[src/rtl/bank_rf_wb_scheduler.sv]
// Write-back scheduler for the 2-bank (even/odd) register file: two requests per cycle,
// bank conflicts serialised through a 1-entry holding buffer, post-reset zeroing pass.
module bank_rf_wb_scheduler #(
  parameter int WIDTH          = 32,
  parameter bit CLEAR_ON_RESET = 1'b1,
  parameter bit DROP_R0        = 1'b1
) (
  input  logic             clk,
  input  logic             rst,
  input  logic             wb0_valid_i,
  input  logic [4:0]       wb0_addr_i,
  input  logic [WIDTH-1:0] wb0_data_i,
  output logic             wb0_ready_o,
  input  logic             wb1_valid_i,
  input  logic [4:0]       wb1_addr_i,
  input  logic [WIDTH-1:0] wb1_data_i,
  output logic             wb1_ready_o,
  output logic             rf_we0_o,
  output logic [4:0]       rf_wa0_o,
  output logic [WIDTH-1:0] rf_wd0_o,
  output logic             rf_we1_o,
  output logic [4:0]       rf_wa1_o,
  output logic [WIDTH-1:0] rf_wd1_o,
  output logic             pend_valid_o,
  output logic [4:0]       pend_addr_o,
  output logic [WIDTH-1:0] pend_data_o,
  output logic             init_done_o
);

  typedef enum logic {S_INIT, S_RUN} state_e;
  localparam state_e RST_STATE = CLEAR_ON_RESET ? S_INIT : S_RUN;

  state_e           state_q, state_d;
  logic [3:0]       cnt_q, cnt_d;
  logic             pend_q, pend_d;
  logic [4:0]       pa_q, pa_d;
  logic [WIDTH-1:0] pd_q, pd_d;
  logic             we0_q, we0_d, we1_q, we1_d;
  logic [4:0]       wa0_q, wa0_d, wa1_q, wa1_d;
  logic [WIDTH-1:0] wd0_q, wd0_d, wd1_q, wd1_d;
  logic             init_done_q, init_done_d;
  logic             rdy0, rdy1;
  logic             drop0, drop1, live0, live1;

  // Up to two writes issue per cycle; slot order is program order, banks always differ.
  logic [1:0]            iss_v;
  logic [1:0][4:0]       iss_a;
  logic [1:0][WIDTH-1:0] iss_d;

  // Dropped r0 writes count as invalid for every bank check.
  assign drop0 = DROP_R0 && (wb0_addr_i == 5'd0);
  assign drop1 = DROP_R0 && (wb1_addr_i == 5'd0);
  assign live0 = wb0_valid_i && !drop0;
  assign live1 = wb1_valid_i && !drop1;

  always_comb begin
    state_d     = state_q;
    cnt_d       = cnt_q;
    pend_d      = pend_q;
    pa_d        = pa_q;
    pd_d        = pd_q;
    we0_d       = 1'b0;
    we1_d       = 1'b0;
    wa0_d       = wa0_q;
    wa1_d       = wa1_q;
    wd0_d       = wd0_q;
    wd1_d       = wd1_q;
    init_done_d = (state_q == S_RUN);
    rdy0        = 1'b0;
    rdy1        = 1'b0;
    iss_v       = '0;
    iss_a       = '0;
    iss_d       = '0;

    case (state_q)
      S_INIT: begin
        we0_d = 1'b1;
        we1_d = 1'b1;
        wa0_d = {cnt_q, 1'b0};
        wa1_d = {cnt_q, 1'b1};
        wd0_d = '0;
        wd1_d = '0;
        cnt_d = cnt_q + 4'd1;
        if (cnt_q == 4'd15) state_d = S_RUN;
      end
      S_RUN: begin
        if (!pend_q) begin
          rdy0 = 1'b1;
          rdy1 = 1'b1;
          iss_v[0] = live0;
          iss_a[0] = wb0_addr_i;
          iss_d[0] = wb0_data_i;
          if (live0 && live1 && (wb0_addr_i[0] == wb1_addr_i[0])) begin
            pend_d = 1'b1;
            pa_d   = wb1_addr_i;
            pd_d   = wb1_data_i;
          end else begin
            iss_v[1] = live1;
            iss_a[1] = wb1_addr_i;
            iss_d[1] = wb1_data_i;
          end
        end else begin
          // Buffered entry drains now; wb0 may ride along on the opposite bank.
          rdy0     = drop0 || (wb0_addr_i[0] != pa_q[0]);
          pend_d   = 1'b0;
          iss_v[0] = 1'b1;
          iss_a[0] = pa_q;
          iss_d[0] = pd_q;
          iss_v[1] = live0 && rdy0;
          iss_a[1] = wb0_addr_i;
          iss_d[1] = wb0_data_i;
        end
      end
      default: state_d = RST_STATE;
    endcase

    for (int i = 0; i < 2; i++) begin
      if (iss_v[i]) begin
        if (iss_a[i][0]) begin
          we1_d = 1'b1;
          wa1_d = iss_a[i];
          wd1_d = iss_d[i];
        end else begin
          we0_d = 1'b1;
          wa0_d = iss_a[i];
          wd0_d = iss_d[i];
        end
      end
    end
  end

  always_ff @(posedge clk or posedge rst) begin
    if (rst) begin
      state_q     <= RST_STATE;
      cnt_q       <= 4'd0;
      pend_q      <= 1'b0;
      pa_q        <= 5'd0;
      pd_q        <= '0;
      we0_q       <= 1'b0;
      we1_q       <= 1'b0;
      wa0_q       <= 5'd0;
      wa1_q       <= 5'd0;
      wd0_q       <= '0;
      wd1_q       <= '0;
      init_done_q <= 1'b0;
    end else begin
      state_q     <= state_d;
      cnt_q       <= cnt_d;
      pend_q      <= pend_d;
      pa_q        <= pa_d;
      pd_q        <= pd_d;
      we0_q       <= we0_d;
      we1_q       <= we1_d;
      wa0_q       <= wa0_d;
      wa1_q       <= wa1_d;
      wd0_q       <= wd0_d;
      wd1_q       <= wd1_d;
      init_done_q <= init_done_d;
    end
  end

  // Readys are forced low while reset is held, even when there is no clear pass.
  assign wb0_ready_o  = rdy0 && !rst;
  assign wb1_ready_o  = rdy1 && !rst;
  assign rf_we0_o     = we0_q;
  assign rf_wa0_o     = wa0_q;
  assign rf_wd0_o     = wd0_q;
  assign rf_we1_o     = we1_q;
  assign rf_wa1_o     = wa1_q;
  assign rf_wd1_o     = wd1_q;
  assign pend_valid_o = pend_q;
  assign pend_addr_o  = pa_q;
  assign pend_data_o  = pd_q;
  assign init_done_o  = init_done_q;

endmodule

[config.mk]
export PLATFORM = sky130hd
export DESIGN_NAME = bank_rf_wb_scheduler
export DESIGN_NICKNAME = d
export VERILOG_FILES = /design/src/rtl/bank_rf_wb_scheduler.sv
export SDC_FILE = /design/constraint.sdc
export NUM_CORES = 1
export LEC_CHECK = 0
export CAP_MARGIN = 10
export CORE_UTILIZATION = 30
export CTS_CLUSTER_DIAMETER = 120
export DETAILED_ROUTE_END_ITERATION = 10
export GPL_ROUTABILITY_DRIVEN = 0
export PLACE_DENSITY = 0.51
export SLEW_MARGIN = 10
export SYNTH_ARGS = -nofsm -noshare
export SYNTH_HDL_FRONTEND = slang
export SYNTH_SLANG_ARGS = --single-unit
[constraint.sdc]
create_clock -name clk -period 5.2 [get_ports clk]
set_input_delay 0.78 -clock clk [delete_from_list [all_inputs] [get_ports clk]]
set_output_delay 0.78 -clock clk [all_outputs]
set_load 0.005 [all_outputs]
## Yosys cells after proc, flatten, opt, wreduce, memory -nomap -nowiden

Index checks and enable logic that the tools add are counted.
W data, S select, Z words.

- $lt $le $gt $ge: 0
- Multiply operators: 0
- Bitwise logic cells: 1
- Shifts and indexed selects: 0
- Equal/unequal tests: 3
- Multiplexer cells: 46
- Reductions and logical operators: 14
- Divide/modulo/power cells: 0
- Add/subtract/negate cells: 1

Operators with widths:

| operator | count |
|---|---|
| $mux W32 | 11 |
| $mux W64 | 2 |
| $mux W5 | 11 |
| $mux W10 | 2 |
| $mux W1 | 18 |
| $logic_not A5 Y1 | 2 |
| $logic_and A1 B1 Y1 | 7 |
| $add A4 B1 Y4 const B | 1 |
| $eq A4 B4 Y1 const B | 1 |
| $mux W2 | 2 |
| $logic_not A1 Y1 | 3 |
| $reduce_and A3 Y1 | 1 |
| $eq A1 B1 Y1 | 1 |
| $logic_or A1 B1 Y1 | 1 |
| $ne A1 B1 Y1 | 1 |
| $not A1 Y1 | 1 |

- Word-level logic and storage cells: 77
- Bits in registers: 120
- Latch bits: 0
- RAM bits: 0
- Bits in read-only memories: 0
- Memories: 0

## Logic depth before layout (Yosys ltp)

- Depth after elaboration: 12
- Gate-level depth with buffers: 9

## Least setup slack after synthesis

No wires, ideal clock.

- Kind: in2reg
- Start point: input wb0_addr_i[0]
- End point: register pa_q[0], in the netlist pend_addr_o[0]
- Data required time: 5,075 ps
- Setup time: 125 ps
- Setup slack: 2,633 ps
- Cell stages on the path: 8
- Data arrival time: 2,442 ps
- Cell sequence: buf_4 xor2_1 a211oi_2 and2_4 nor2b_4 buf_6 buf_6 mux2_2

- Word-level cells in the longest chain between the ends: 6
- Elaborated cells between the ends (all ways): 7
- Those cells by class: eq/ne: 1; reduce/logical: 6

RTL lines:

| item | line | text |
|---|---|---|
| start: declaration | 11 | `input logic [4:0] wb0_addr_i,` |
| $logic_not A5 Y1 | 51 | `assign drop0 = DROP_R0 && (wb0_addr_i == 5'd0);` |
| $logic_not A1 Y1 | 53 | `assign live0 = wb0_valid_i && !drop0;` |
| $logic_and A1 B1 Y1 | 53 |  |
| $logic_and A1 B1 Y1 | 93 | `if (live0 && live1 && (wb0_addr_i[0] == wb1_addr_i[0])) begin` |
| $logic_and A1 B1 Y1 * | 93 |  |
| $reduce_and A3 Y1 (no line) * | -- |  |
| end signal: assignment | 150 | `pa_q <= pa_d;` |
| end: declaration | 36 | `logic [4:0] pa_q, pa_d;` |

Mark *: on every way between the ends. The rest lies on a longest branch, timed or not.
A chain may end at the register's enable or synchronous reset.

## Final worst setup path

- Start point: input wb0_addr_i[0]
- End point: output wb0_ready_o

- Word-level cells in the longest chain between the ends: 5
- Elaborated cells between the ends (all ways): 6
- Those cells by class: eq/ne: 1; mux: 2; reduce/logical: 3

RTL lines:

| item | line | text |
|---|---|---|
| $logic_not A5 Y1 / $ne A1 B1 Y1 (equally long branches) | 51, 104 |  |
| $logic_or A1 B1 Y1 * | 104 | `rdy0 = drop0 \|\| (wb0_addr_i[0] != pa_q[0]);` |
| $mux W1 * | 87 | `if (!pend_q) begin` |
| $mux W1 * | 75 | `case (state_q)` |
| $logic_and A1 B1 Y1 * | 163 | `assign wb0_ready_o = rdy0 && !rst;` |
| end: declaration | 13 | `output logic wb0_ready_o,` |

Marked as above.

==> results.md <==
- Worst setup SP type: input port
- # hold bufs at CTS: 0
- CTS max path bufs: 2
- Critical-path maximum fanout: 9
- Setup crit end kind: output pin
- Commonest non-fill, non-tap cells in the layout: clkdlybuf4s50_1 (194), dfrtp_1 (118), mux2_2 (74), nand2_1 (50), a221oi_1 (39)
- Initial antenna violation count: 1
- Area grow syn2layout: 39.4%
- Max_cap viols: 0
- Nets@finish: between 800 and 900
- Router iterations before antenna repair: 5
- Io pins: 195
- Mapped Cells: 661
- Asr flop ratio synth: 100%
- Buffer count from post-CTS setup fixing: 0
- Worst setup path class: in2out
- Multi-input logic area: between 3000 and 4000 um2
- Cell Pwr Density: 399 nW/um2
- Die outline width: around 160 um
- Final Hold Viols: 0
- Mapped Area: 7150 um2
- Worst-Margin Slew: approximately 1200 ps
- Routed len/inst: 23.7 um
- DIE AREA: 24400 um2
- CP Cell Sequence: clkdlybuf4s50_1 -> nor4_4 -> a21o_1 -> nor2_1 -> nor3_1 -> clkdlybuf4s50_1
- Clock sinks: 120
- First-pass GRT wire length: 41600 um
- Initial Util: 30.5%
- Max Freq: 269 MHz
- Antenna cells: 0
- Post-Layout Cell Count: 1148
- Worst min path class: reg2reg
- Cell Count Post-Placement: 1118
- FF+latch area: 3010 um2
- Iter 0 DRT Violations: 485
- GRT overflow: 0
- Via Count: ~6500
- Post-synth EDFFs: 0
- Synthesized area per cell: 10.8 um2
- Most used cell along the critical path: clkdlybuf4s50_1
- Synth Flop Type: dfrtp_1
- Post-Place Setup Slack: 1350 ps
- DRT antenna net count: 0
- Setup TNS Final: 0 ps
- Slew margin rel.: between 15 and 20%
- Post-synthesis sequential area ratio: 42.0%
- Crit path time final: 3720 ps
- Status: complete, no violations
- Gr usage total: a little under a quarter
- H-tree levels: 4
- Commonest non-fill, non-tap cell in the layout: clkdlybuf4s50_1
- RSZ-0062 raised after global routing: false
- Core area: 23400 um2
- Root Driver: clkbuf_16
- Die Y: 156 um
- Drt drc: 0
- Arr. time, crit path: 2940 ps
- CP top delay family: buffers and inverters
- Distinct cells, synth: 52
- Fillers: between 2000 and 2500
- Crit path required time: 4420 ps
- Clock latency on the worst-skew pair: 420 ps
- Number of buffers inserted by port buffering: 194
- Share of cells above drive strength 1: 17.1%
- Num CTS Buffers: 17
- Clk_skew: 10.8 ps
- Leakage power: 3.87 nW
- CTS tree: done
- Post-Syn Nets: 740
- Setup WS post-layout: between 1000 and 1500 ps
- Via density: around 5.7
- Max VDD drop: 196 uV
- Slew Viols, Final: 0
- Vias in the first global route: slightly below 7000
- Worst path bufs/invs: 2
- Reg clk slew, reported paths: 50 ps
- Slowest cell on the critical path: clkdlybuf4s50_1
- Period utilization: 71.6%
- CP peak stage delay: 630 ps
- YS warnings: 0
- Post_cts resized: 0
- # rows: 56
- Largest net degree at the start of global routing: between 60 and 70
- Post-synthesis register bit count: 120
- Hpwl dp: ~17000 um
- Final WL: 27200 um
- Final-report setup violation count: 0
-- registers in the layout (all words and copies together), names as in the netlist, 4 cells and up --
| name | count |
|---|---|
| cnt_q | 4 |
| pend_addr_o | 5 |
| pend_data_o | 32 |
| rf_wa0_o | 5 |
| rf_wa1_o | 5 |
| rf_wd0_o | 32 |
| rf_wd1_o | 32 |
-- layout make-up --
class,count,area share (%)
Clock buffer,20,4.58
Clock inverter,10,1.76
Inverter,6,0.251
Multi-Input combinational cell,465,38.5
Sequential cell,120,30.2
Tap cell,319,4.01
Timing Repair Buffer,208,20.7
-- cells in the mapped netlist (4+ instances only) --
cell type,count,area [um2]
nand3_1,8,40.0
mux2i_1,36,360
nand2_1,51,191
a22o_1,33,289
o221ai_1,33,289
o211a_1,32,320
buf_6,8,90.1
a221oi_1,39,342
inv_1,5,18.8
buf_2,18,90.1
o21ai_0,36,180
dfrtp_1,120,3000
nor2_1,7,26.3
a211oi_1,32,240
clkbuf_1,38,143
nand2b_1,32,200
a21oi_1,4,20.0
mux2_2,74,833
-- path summary, 6_finish.rpt --
| kind | startpoint | endpoint | slack, ps | depth (start not counted) |
|---|---|---|---|---|
| worst max-delay path | wb0_addr_i[0] | wb0_ready_o | 1480 | 6 |
| worst min-delay path | cnt_q[3]$_DFFE_PP0N_ | cnt_q[3]$_DFFE_PP0N_ | 510 | 1 |
| worst max register to register | pend_valid_o$_DFFE_PP0P_ | rf_wd1_o[21]$_DFF_PP0_ | 1700 | 7 |
| worst min register to register | cnt_q[3]$_DFFE_PP0N_ | cnt_q[3]$_DFFE_PP0N_ | 510 | 1 |
| max in group asynchronous | rst | pend_valid_o$_DFFE_PP0P_ | 3220 | 3 |
| min in group asynchronous | rst | rf_wd0_o[3]$_DFF_PP0_ | 900 | 2 |
-- metal layers --
layer | routed length [um] | vias to the layer above | GRT usage (%) | part of all wire, %
met5 | 0 | - | 0 | 0
met4 | 479 | 0 | 8.82 | 1.8
met3 | 1890 | 42 | 5.07 | 6.9
met2 | 12800 | 302 | 36.2 | 47
met1 | 12000 | 3297 | 29.6 | 44
li1 | - | 2897 | - | -
-- through the flow --
step | total power (W) | hold slack, ps | area (um2) | util, %
3_3_place_gp | 0.00265 | 493 | 9330 | 39.9
4_1_cts | 0.00400 | 504 | 9960 | 42.6
2_1_floorplan | 0.00191 | 418 | 7150 | -
6_report | 0.00397 | 510 | 9960 | 42.6
3_5_place_dp | 0.00268 | 497 | 9330 | 39.9
5_1_grt | 0.00417 | 534 | 9960 | 42.6
-- cell families after synthesis --
logic type | Yosys count | synth area share [%]
buffers and inverters | 76 | 5.27
flip-flops | 120 | 42.0
AO/OA/AOI/OAI | 237 | 27.1
XOR/XNOR | 5 | 0.613
adder cells (fa/ha/maj) | 1 | 0.175
multiplexers | 110 | 16.7
AND/OR/NAND/NOR | 112 | 8.11
-- where the power goes --
group	total, W	switching (W)	internal [W]
Combinational	0.00129	0.000504	0.000788
Sequential	0.00137	0.000205	0.00117
Clock	0.00131	0.000442	0.000866
Total	0.00397	0.00115	0.00282
Power figures use the tool's default switching activity.
